File: src/rtl/m68k_bus_pkg.sv
// Shared encodings for the 68040 single-transfer bus initiator:
// transfer sizes, attribute codes and the master FSM state set.
package m68k_bus_pkg;

  localparam logic [1:0] SIZ_LONG = 2'b00;
  localparam logic [1:0] SIZ_BYTE = 2'b01;
  localparam logic [1:0] SIZ_WORD = 2'b10;
  localparam logic [1:0] SIZ_LINE = 2'b11;

  localparam logic [1:0] TT_NORMAL = 2'b00;

  localparam logic [2:0] TM_USER_DATA = 3'b001;
  localparam logic [2:0] TM_USER_CODE = 3'b010;
  localparam logic [2:0] TM_SUPV_DATA = 3'b101;
  localparam logic [2:0] TM_SUPV_CODE = 3'b110;

  typedef enum logic [2:0] {
    S_IDLE,
    S_REQ,
    S_ADDR,
    S_DATA,
    S_END,
    S_FAIL
  } state_t;

endpackage

File: src/rtl/m68k_lane_map.sv
// Byte-lane mapping: sel -> (legal, siz, a[1:0]), write replication,
// read extraction. Lane 0 is D31:24 (sel[3]).
module m68k_lane_map
  import m68k_bus_pkg::*;
(
  input  logic [3:0]  sel,
  input  logic [31:0] wdata,
  input  logic [31:0] rdata_raw,
  output logic        legal,
  output logic [1:0]  siz,
  output logic [1:0]  a_lo,
  output logic [31:0] wdata_rep,
  output logic [31:0] rdata_ext
);

  logic [31:0] mask;

  always_comb begin
    legal     = 1'b1;
    siz       = SIZ_LONG;
    a_lo      = 2'b00;
    wdata_rep = wdata;
    unique case (1'b1)
      (sel == 4'b1111): legal = 1'b1;
      (sel == 4'b1100): begin
        siz       = SIZ_WORD;
        wdata_rep = {2{wdata[31:16]}};
      end
      (sel == 4'b0011): begin
        siz       = SIZ_WORD;
        a_lo      = 2'b10;
        wdata_rep = {2{wdata[15:0]}};
      end
      (sel == 4'b1000): begin
        siz       = SIZ_BYTE;
        wdata_rep = {4{wdata[31:24]}};
      end
      (sel == 4'b0100): begin
        siz       = SIZ_BYTE;
        a_lo      = 2'b01;
        wdata_rep = {4{wdata[23:16]}};
      end
      (sel == 4'b0010): begin
        siz       = SIZ_BYTE;
        a_lo      = 2'b10;
        wdata_rep = {4{wdata[15:8]}};
      end
      (sel == 4'b0001): begin
        siz       = SIZ_BYTE;
        a_lo      = 2'b11;
        wdata_rep = {4{wdata[7:0]}};
      end
      default: legal = 1'b0;
    endcase
  end

  assign mask = {{8{sel[3]}}, {8{sel[2]}},
                 {8{sel[1]}}, {8{sel[0]}}};

  assign rdata_ext = rdata_raw & mask;

endmodule

File: src/rtl/m68k_bus_master.sv
// Wishbone-to-68040 single-transfer bus initiator with BR/BG/BB
// arbitration, ta/tea termination and a post-ts timeout.
module m68k_bus_master
  import m68k_bus_pkg::*;
#(
  parameter int         TIMEOUT_CYCLES = 64,
  parameter logic [2:0] TM_DEFAULT     = TM_USER_DATA
) (
  input  logic        clk,
  input  logic        rst,
  input  logic        wb_cyc,
  input  logic        wb_stb,
  input  logic        wb_we,
  input  logic [31:0] wb_addr,
  input  logic [31:0] wb_data,
  input  logic [3:0]  wb_sel,
  output logic        wb_stall,
  output logic        wb_ack,
  output logic        wb_err,
  output logic [31:0] wb_rdata,
  output logic        br,
  input  logic        bg,
  output logic        bb_o,
  output logic        bb_oe,
  input  logic        bb_i,
  output logic [31:0] a,
  output logic        a_oe,
  output logic [31:0] d_o,
  input  logic [31:0] d_i,
  output logic        d_oe,
  output logic        ts,
  output logic        tip,
  output logic        rw,
  output logic [1:0]  siz,
  output logic [1:0]  tt,
  output logic [2:0]  tm,
  input  logic        ta,
  input  logic        tea,
  output logic        attr_oe
);

  localparam int CW = $clog2(TIMEOUT_CYCLES);
  localparam logic [CW-1:0] CNT_LAST =
    CW'(TIMEOUT_CYCLES - 1);

  state_t state_q, state_d;

  logic [31:2]   addr_q;
  logic [31:0]   data_q;
  logic [3:0]    sel_q;
  logic          we_q;
  logic [CW-1:0] cnt_q;
  logic          ok_q;
  logic          drop_q;
  logic [31:0]   rdata_q;

  logic [3:0]  map_sel;
  logic        map_legal;
  logic [1:0]  map_siz;
  logic [1:0]  map_a_lo;
  logic [31:0] map_wdata;
  logic [31:0] map_rdata;
  logic        accept;
  logic        live;

  // byte offset is carried by wb_sel
  logic unused_addr_lo;
  assign unused_addr_lo = ^wb_addr[1:0];

  // legality is judged on the live request
  assign map_sel = (state_q == S_IDLE) ? wb_sel : sel_q;
  assign accept  = (state_q == S_IDLE) && wb_cyc && wb_stb;
  assign live    = wb_cyc && !drop_q;

  m68k_lane_map u_lane_map (
    .sel       (map_sel),
    .wdata     (data_q),
    .rdata_raw (d_i),
    .legal     (map_legal),
    .siz       (map_siz),
    .a_lo      (map_a_lo),
    .wdata_rep (map_wdata),
    .rdata_ext (map_rdata)
  );

  always_ff @(posedge clk or negedge rst) begin
    if (!rst) begin
      state_q <= S_IDLE;
    end else begin
      state_q <= state_d;
    end
  end

  always_ff @(posedge clk or negedge rst) begin
    if (!rst) begin
      addr_q  <= '0;
      data_q  <= '0;
      sel_q   <= '0;
      we_q    <= 1'b0;
      cnt_q   <= '0;
      ok_q    <= 1'b0;
      drop_q  <= 1'b0;
      rdata_q <= '0;
    end else begin
      if (accept) begin
        addr_q <= wb_addr[31:2];
        data_q <= wb_data;
        sel_q  <= wb_sel;
        we_q   <= wb_we;
        ok_q   <= 1'b0;
        drop_q <= 1'b0;
      end else if (state_q != S_IDLE && !wb_cyc) begin
        drop_q <= 1'b1;
      end
      // cnt_q = clocks elapsed since ts
      if (state_q == S_ADDR) begin
        cnt_q <= CW'(1);
      end else if (state_q == S_DATA) begin
        cnt_q <= cnt_q + CW'(1);
      end else begin
        cnt_q <= '0;
      end
      if (state_q == S_DATA && tea && !ta) begin
        ok_q <= 1'b1;
        if (!we_q) begin
          rdata_q <= map_rdata;
        end
      end
    end
  end

  always_comb begin
    state_d = state_q;
    br      = 1'b1;
    ts      = 1'b1;
    tip     = 1'b1;
    bb_o    = 1'b1;
    bb_oe   = 1'b0;
    a_oe    = 1'b0;
    attr_oe = 1'b0;
    d_oe    = 1'b0;
    wb_ack  = 1'b0;
    wb_err  = 1'b0;
    unique case (state_q)
      S_IDLE: begin
        if (accept) begin
          state_d = map_legal ? S_REQ : S_FAIL;
        end
      end
      S_REQ: begin
        br = 1'b0;
        if (!bg && bb_i) begin
          state_d = S_ADDR;
        end
      end
      S_ADDR: begin
        ts      = 1'b0;
        tip     = 1'b0;
        bb_o    = 1'b0;
        bb_oe   = 1'b1;
        a_oe    = 1'b1;
        attr_oe = 1'b1;
        state_d = S_DATA;
      end
      S_DATA: begin
        tip     = 1'b0;
        bb_o    = 1'b0;
        bb_oe   = 1'b1;
        a_oe    = 1'b1;
        attr_oe = 1'b1;
        d_oe    = we_q;
        if (!tea || !ta || cnt_q == CNT_LAST) begin
          state_d = S_END;
        end
      end
      S_END: begin
        bb_oe   = 1'b1;
        a_oe    = 1'b1;
        attr_oe = 1'b1;
        wb_ack  = ok_q && live;
        wb_err  = !ok_q && live;
        state_d = S_IDLE;
      end
      S_FAIL: begin
        wb_err  = live;
        state_d = S_IDLE;
      end
      default: state_d = S_IDLE;
    endcase
  end

  assign wb_stall = (state_q != S_IDLE);
  assign wb_rdata = rdata_q;
  assign a        = {addr_q, map_a_lo};
  assign d_o      = map_wdata;
  assign rw       = !we_q;
  assign siz      = map_siz;
  assign tt       = TT_NORMAL;
  assign tm       = TM_DEFAULT;

endmodule

File: config.mk
export PLATFORM = sky130hd
export DESIGN_NAME = m68k_bus_master
export DESIGN_NICKNAME = d
export VERILOG_FILES = /design/src/rtl/m68k_bus_pkg.sv /design/src/rtl/m68k_lane_map.sv /design/src/rtl/m68k_bus_master.sv
export SDC_FILE = /design/constraint.sdc
export NUM_CORES = 1
export LEC_CHECK = 0
export ABC_AREA = 1
export CAP_MARGIN = 25
export CORE_MARGIN = 3
export CORE_UTILIZATION = 41
export CTS_CLUSTER_DIAMETER = 50
export DETAILED_ROUTE_END_ITERATION = 10
export GPL_TIMING_DRIVEN = 0
export PLACE_DENSITY = 0.77
export REMOVE_ABC_BUFFERS = 1
export SETUP_SLACK_MARGIN = 0.2
export SYNTH_ARGS = -nofsm -noshare
export SYNTH_HDL_FRONTEND = slang
export SYNTH_HIERARCHICAL = 1
export SYNTH_SLANG_ARGS = --single-unit
File: constraint.sdc
create_clock -name clk -period 2.5 [get_ports clk]
set_input_delay 0.25 -clock clk [delete_from_list [all_inputs] [get_ports clk]]
set_output_delay 0.25 -clock clk [all_outputs]
set_load 0.005 [all_outputs]
==> results.txt <==
- Number of nets in the layout: 1199
* Diodes inserted: 0
- Crit path DAT: 2.44 ns
* Cell area after synthesis: 0.00617 mm²
- Power spread over the standard cell area amounts to 1530 mW/mm².
- Cells with a size suffix above 1 make up 28.4% of the layout.
- After the first detailed-routing iteration, the DRC count stood at 494.
- For this run, the register share of the synthesized area comes to 44.6%.
* Met1 Resource Use GR: 31.5%
- Counting the fill cells in the layout gives 1113.
* Crit start category: flop
- For this design the static power due to leakage is 5.25 nW.
* CP Data Required Time: 2.25 ns
- Post-layout minimum cycle time: 2.69 ns
- The number of clock buffers added by TritonCTS is 9.
- The worst-case IR drop observed on VDD is 0.000994 V.
- Yosys warns: 6
* Maximum capacitance violations: 0
- Int Power: 8.84 mW
* Die area: 0.0166 mm²
* Number of port buffers: 216
* Worst path bufs/invs: 6
- The core region is 0.0146 mm².
- At the pin with the least slew margin, the transition time is 0.851 ns.
- Antenna violations before repair: 0
- For this run, design rule violations remaining after detail routing come to 0.
- Final setup fails: 33
- The worst hold path belongs to the class input port to asynchronous set/reset pin.
- H-tree depth: 3
* Endpoint class of the critical path: primary output
- Worst path most repeated cell: buf_6
- Setup slack on the critical path of the routed design comes to -0.186 ns.
- Max-slew violation count: 0
- TritonCTS built the clock tree.
- Max Fclk: 0.372 GHz
- Antenna viol nets, final: 0
- Met2 Usage GRT: 39.6%
* Fin crit share: 107%
- The longest clock path from root to sink contains 2 buffers.
- Critical path fanouts, max: 8
* Critical Setup Path Class: flop to primary output
- Global routing consumed, over all layers together, 24.3% of the routing resources.
* Clock Tree Root: clkbuf_16
- At the end of routability-driven placement, the weighted congestion stood at 0.808.
* Via/cell ratio: 5.17
- Across the routed clock network, the largest skew measured is 0.00553 ns.
* Crit path max-delay family: simple AND/OR/NAND/NOR gates
- The critical path goes through nor2_4, buf_6, nand2_8, nand2_4, o21ai_4, buf_6, inv_4, nor2_4, buf_6, buf_12, nand3_4, nand2_4, nor3_4, nand2_2, buf_6.
* Via count of the first global-routing pass: 6328
- Seq pwr share: 19.6%
- Prior to clock tree synthesis, the placed netlist has a worst setup slack of -1.39 ns.
- For this block, the via count after detailed routing is 6609.
- Routed WL: 21100 µm
- Post-DR wirelength/cell: 16.5 µm
- Synth top area share: 44.6%
* Post-Layout Cell Count: 1278
- DP HPWL: 11800 µm
* Footprint of the flip-flops and latches: 0.00276 mm²
- Number of distinct library cell variants in the gate-level netlist after synthesis: 28
- RSZ-0062 raised after global routing: true
* Worst-skew pair later-pin latency: 0.35 ns
- Most area-consuming cells after synthesis: dfrtp_1 45%, nand2_1 22%, nand3_1 5.9%, nand3_2 4.7%, nand4_1 3.2%
* Gate count of the mapped netlist: 811
* Per-instance average area after synthesis: 7.61 µm²
- From synthesis to final layout, the design area changed by 65.0%.
* Worst max-slew margin expressed relative to the limit: 43.2%
- The largest single stage delay on the critical path is 0.43 ns.
- 224 I/O pins were placed.
* Clock edge transition at the registers on the reported setup and hold paths: 0.08 ns
- In this run the power spent charging and discharging nets is 6.71 mW.
* Die Y: 129 µm
- Cell taking the most area after synthesis: dfrtp_1
- Summed over all layers, the global routing overflow is 0.
* Switching Share: 43.1%
* Area of the multi-input gates: 0.00349 mm²
* Largest net degree at the start of global routing: 76
* Most utilized layer in the global route result: met2
* Starting density of the core: 42.2%
* Number of synthesized register bits: 110
* Global-route wire length before repair: 32300 µm
* Final Hold Violating Endpoints: 0
* Final-layout setup total negative slack: -4.49 ns
- Die X: 129 µm
- Among all stages on the critical path, the largest delay is contributed by dfrtp_2.
- Once placement completed, the tool counted placed cells totaling 1171.
- Violations in the final reports: negative setup slack
* Number of detailed-route iterations in the first pass: 5
- Clock Power Share: 9.7%
- The tree built by TritonCTS fans out to 110 sinks.
* Met3 demand-to-capacity share in global routing: 6.43%
* Fraction of power consumed by combinational cells: 70.7%
- Site row count: 44
* Status: finished, violations left
## worst reg2reg max path: stages (launching register included)
cell,delay (ns)
dfrtp_2,0.43
nor2_4,0.19
nand2_8,0.11
o21ai_4,0.26
nor2_4,0.10
buf_6,0.14
nand2_4,0.08
nand2_8,0.07
nor2_4,0.17
buf_6,0.17
buf_6,0.11
buf_6,0.08
buf_6,0.08
o211ai_1,0.07
o21ai_1,0.18
inv_1,0.07
nor2_2,0.07
## repair_timing
item                                   4_1_cts  5_1_grt
setup endpoints to repair                  103       78
gates cloned                                 6        0
buffers inserted                            75        8
endpoints found under the hold margin       35        0
resized for setup                          263       95
hold buffers                                 1        0
pin swaps                                   54       58
## layout by cell type, fill, tap and decap left out, drive strengths merged, types with 4 or more instances in the layout
master,synthesis,layout
nand2,384,385
dfrtp,110,110
clkbuf,6,10
nand3,104,104
clkdlybuf4s50,0,179
nor3,18,18
nor2,19,22
conb,2,5
clkinv,2,4
a21oi,5,5
nand4,32,32
inv,62,65
o21ai,15,15
buf,47,132
## cell families (layout without fill, tap and decap cells)
family                   Yosys count  in the layout  share of synthesized area (%)
AND/OR/NAND/NOR                  558            562                           42.6
buffers and inverters            117            393                           10.5
flip-flops                       110            110                           44.6
AO/OA/AOI/OAI                     23             23                           1.99
other                              2              5                          0.122
adder cells (fa/ha/maj)            1              1                          0.203
## per-stage QoR
stage | total power, mW | hold WS, ns | area, µm² | utilization, %
2_1_floorplan | 6.17 | -0.0456 | 5780 | -
4_1_cts | 14.2 | 0.358 | 9680 | 66.1
3_3_place_gp | 9.80 | 0.453 | 8170 | 55.8
3_5_place_dp | 10.1 | 0.173 | 8320 | 56.8
6_report | 15.5 | 0.367 | 10200 | 69.6
5_1_grt | 16.5 | 0.391 | 10200 | 69.6
## power by group through the flow
stage / clock network [mW] / logic, mW / registers [mW]
finish: 1.51 / 11.0 / 3.04
global route: 1.62 / 11.8 / 3.13
CTS: 1.54 / 9.63 / 2.98
detailed placement: 0 / 7.07 / 2.99
global placement: 0 / 6.82 / 2.98
floorplan: 0 / 3.23 / 2.94
## layout make-up
class                   instances  area share (%)
inverters                      64            2.60
repair inverters                1           0.160
well taps                     184            2.26
repair buffers                312            30.7
clock buffers                  10            2.35
multi-input cells             591            34.2
clock inverters                 6           0.676
flip-flops and latches        110            27.0
## state kept, by name, summed over array words and instances, names as in the netlist
register and cells:
data_q 32, drop_q 1, state_q 3, we_q 1, cnt_q 6, sel_q 4, wb_rdata 32, addr_q 30
ok_q 1
## final timing paths
path	endpoint	slack [ns]	startpoint	cells past startpoint
min in group clk	addr_q[8]	0.43	wb_addr[8]	3
max in group asynchronous	data_q[3]	1.42	rst	3
worst min register to register	wb_rdata[15]	0.47	wb_rdata[15]	2
worst min-delay path	wb_rdata[15]	0.37	rst	2
worst max-delay path	d_o[25]	-0.19	state_q[0]	15
worst max register to register	state_q[2]	0.04	state_q[0]	16
## synthesized netlist by cell type
| cell | count |
|---|---|
| conb_1 | 2 |
| nor2_1 | 9 |
| o211ai_1 | 2 |
| nand2_1 | 366 |
| dfrtp_1 | 110 |
| nor3_1 | 18 |
| nand2_2 | 18 |
| buf_6 | 17 |
| nand3_1 | 73 |
| nand4_1 | 32 |
| nor2_8 | 3 |
| a21oi_1 | 5 |
| buf_2 | 16 |
| clkinv_1 | 2 |
| o21a_1 | 1 |
| buf_8 | 1 |
| o21ai_1 | 4 |
| nor2_4 | 4 |
| nor4_1 | 1 |
| nand3_4 | 2 |
| buf_4 | 13 |
| nand3_2 | 29 |
| inv_2 | 9 |
| nor2_2 | 3 |
| inv_1 | 53 |
| o21ai_0 | 11 |
| ha_1 | 1 |
| clkbuf_1 | 6 |
## metal layers
layer | vias to the layer above | routed length (µm)
met5 | - | 0
met3 | 55 | 1970
li1 | 3125 | -
met1 | 3121 | 8510
met4 | 0 | 401
met2 | 308 | 10200
Power figures use the tool's default switching activity.
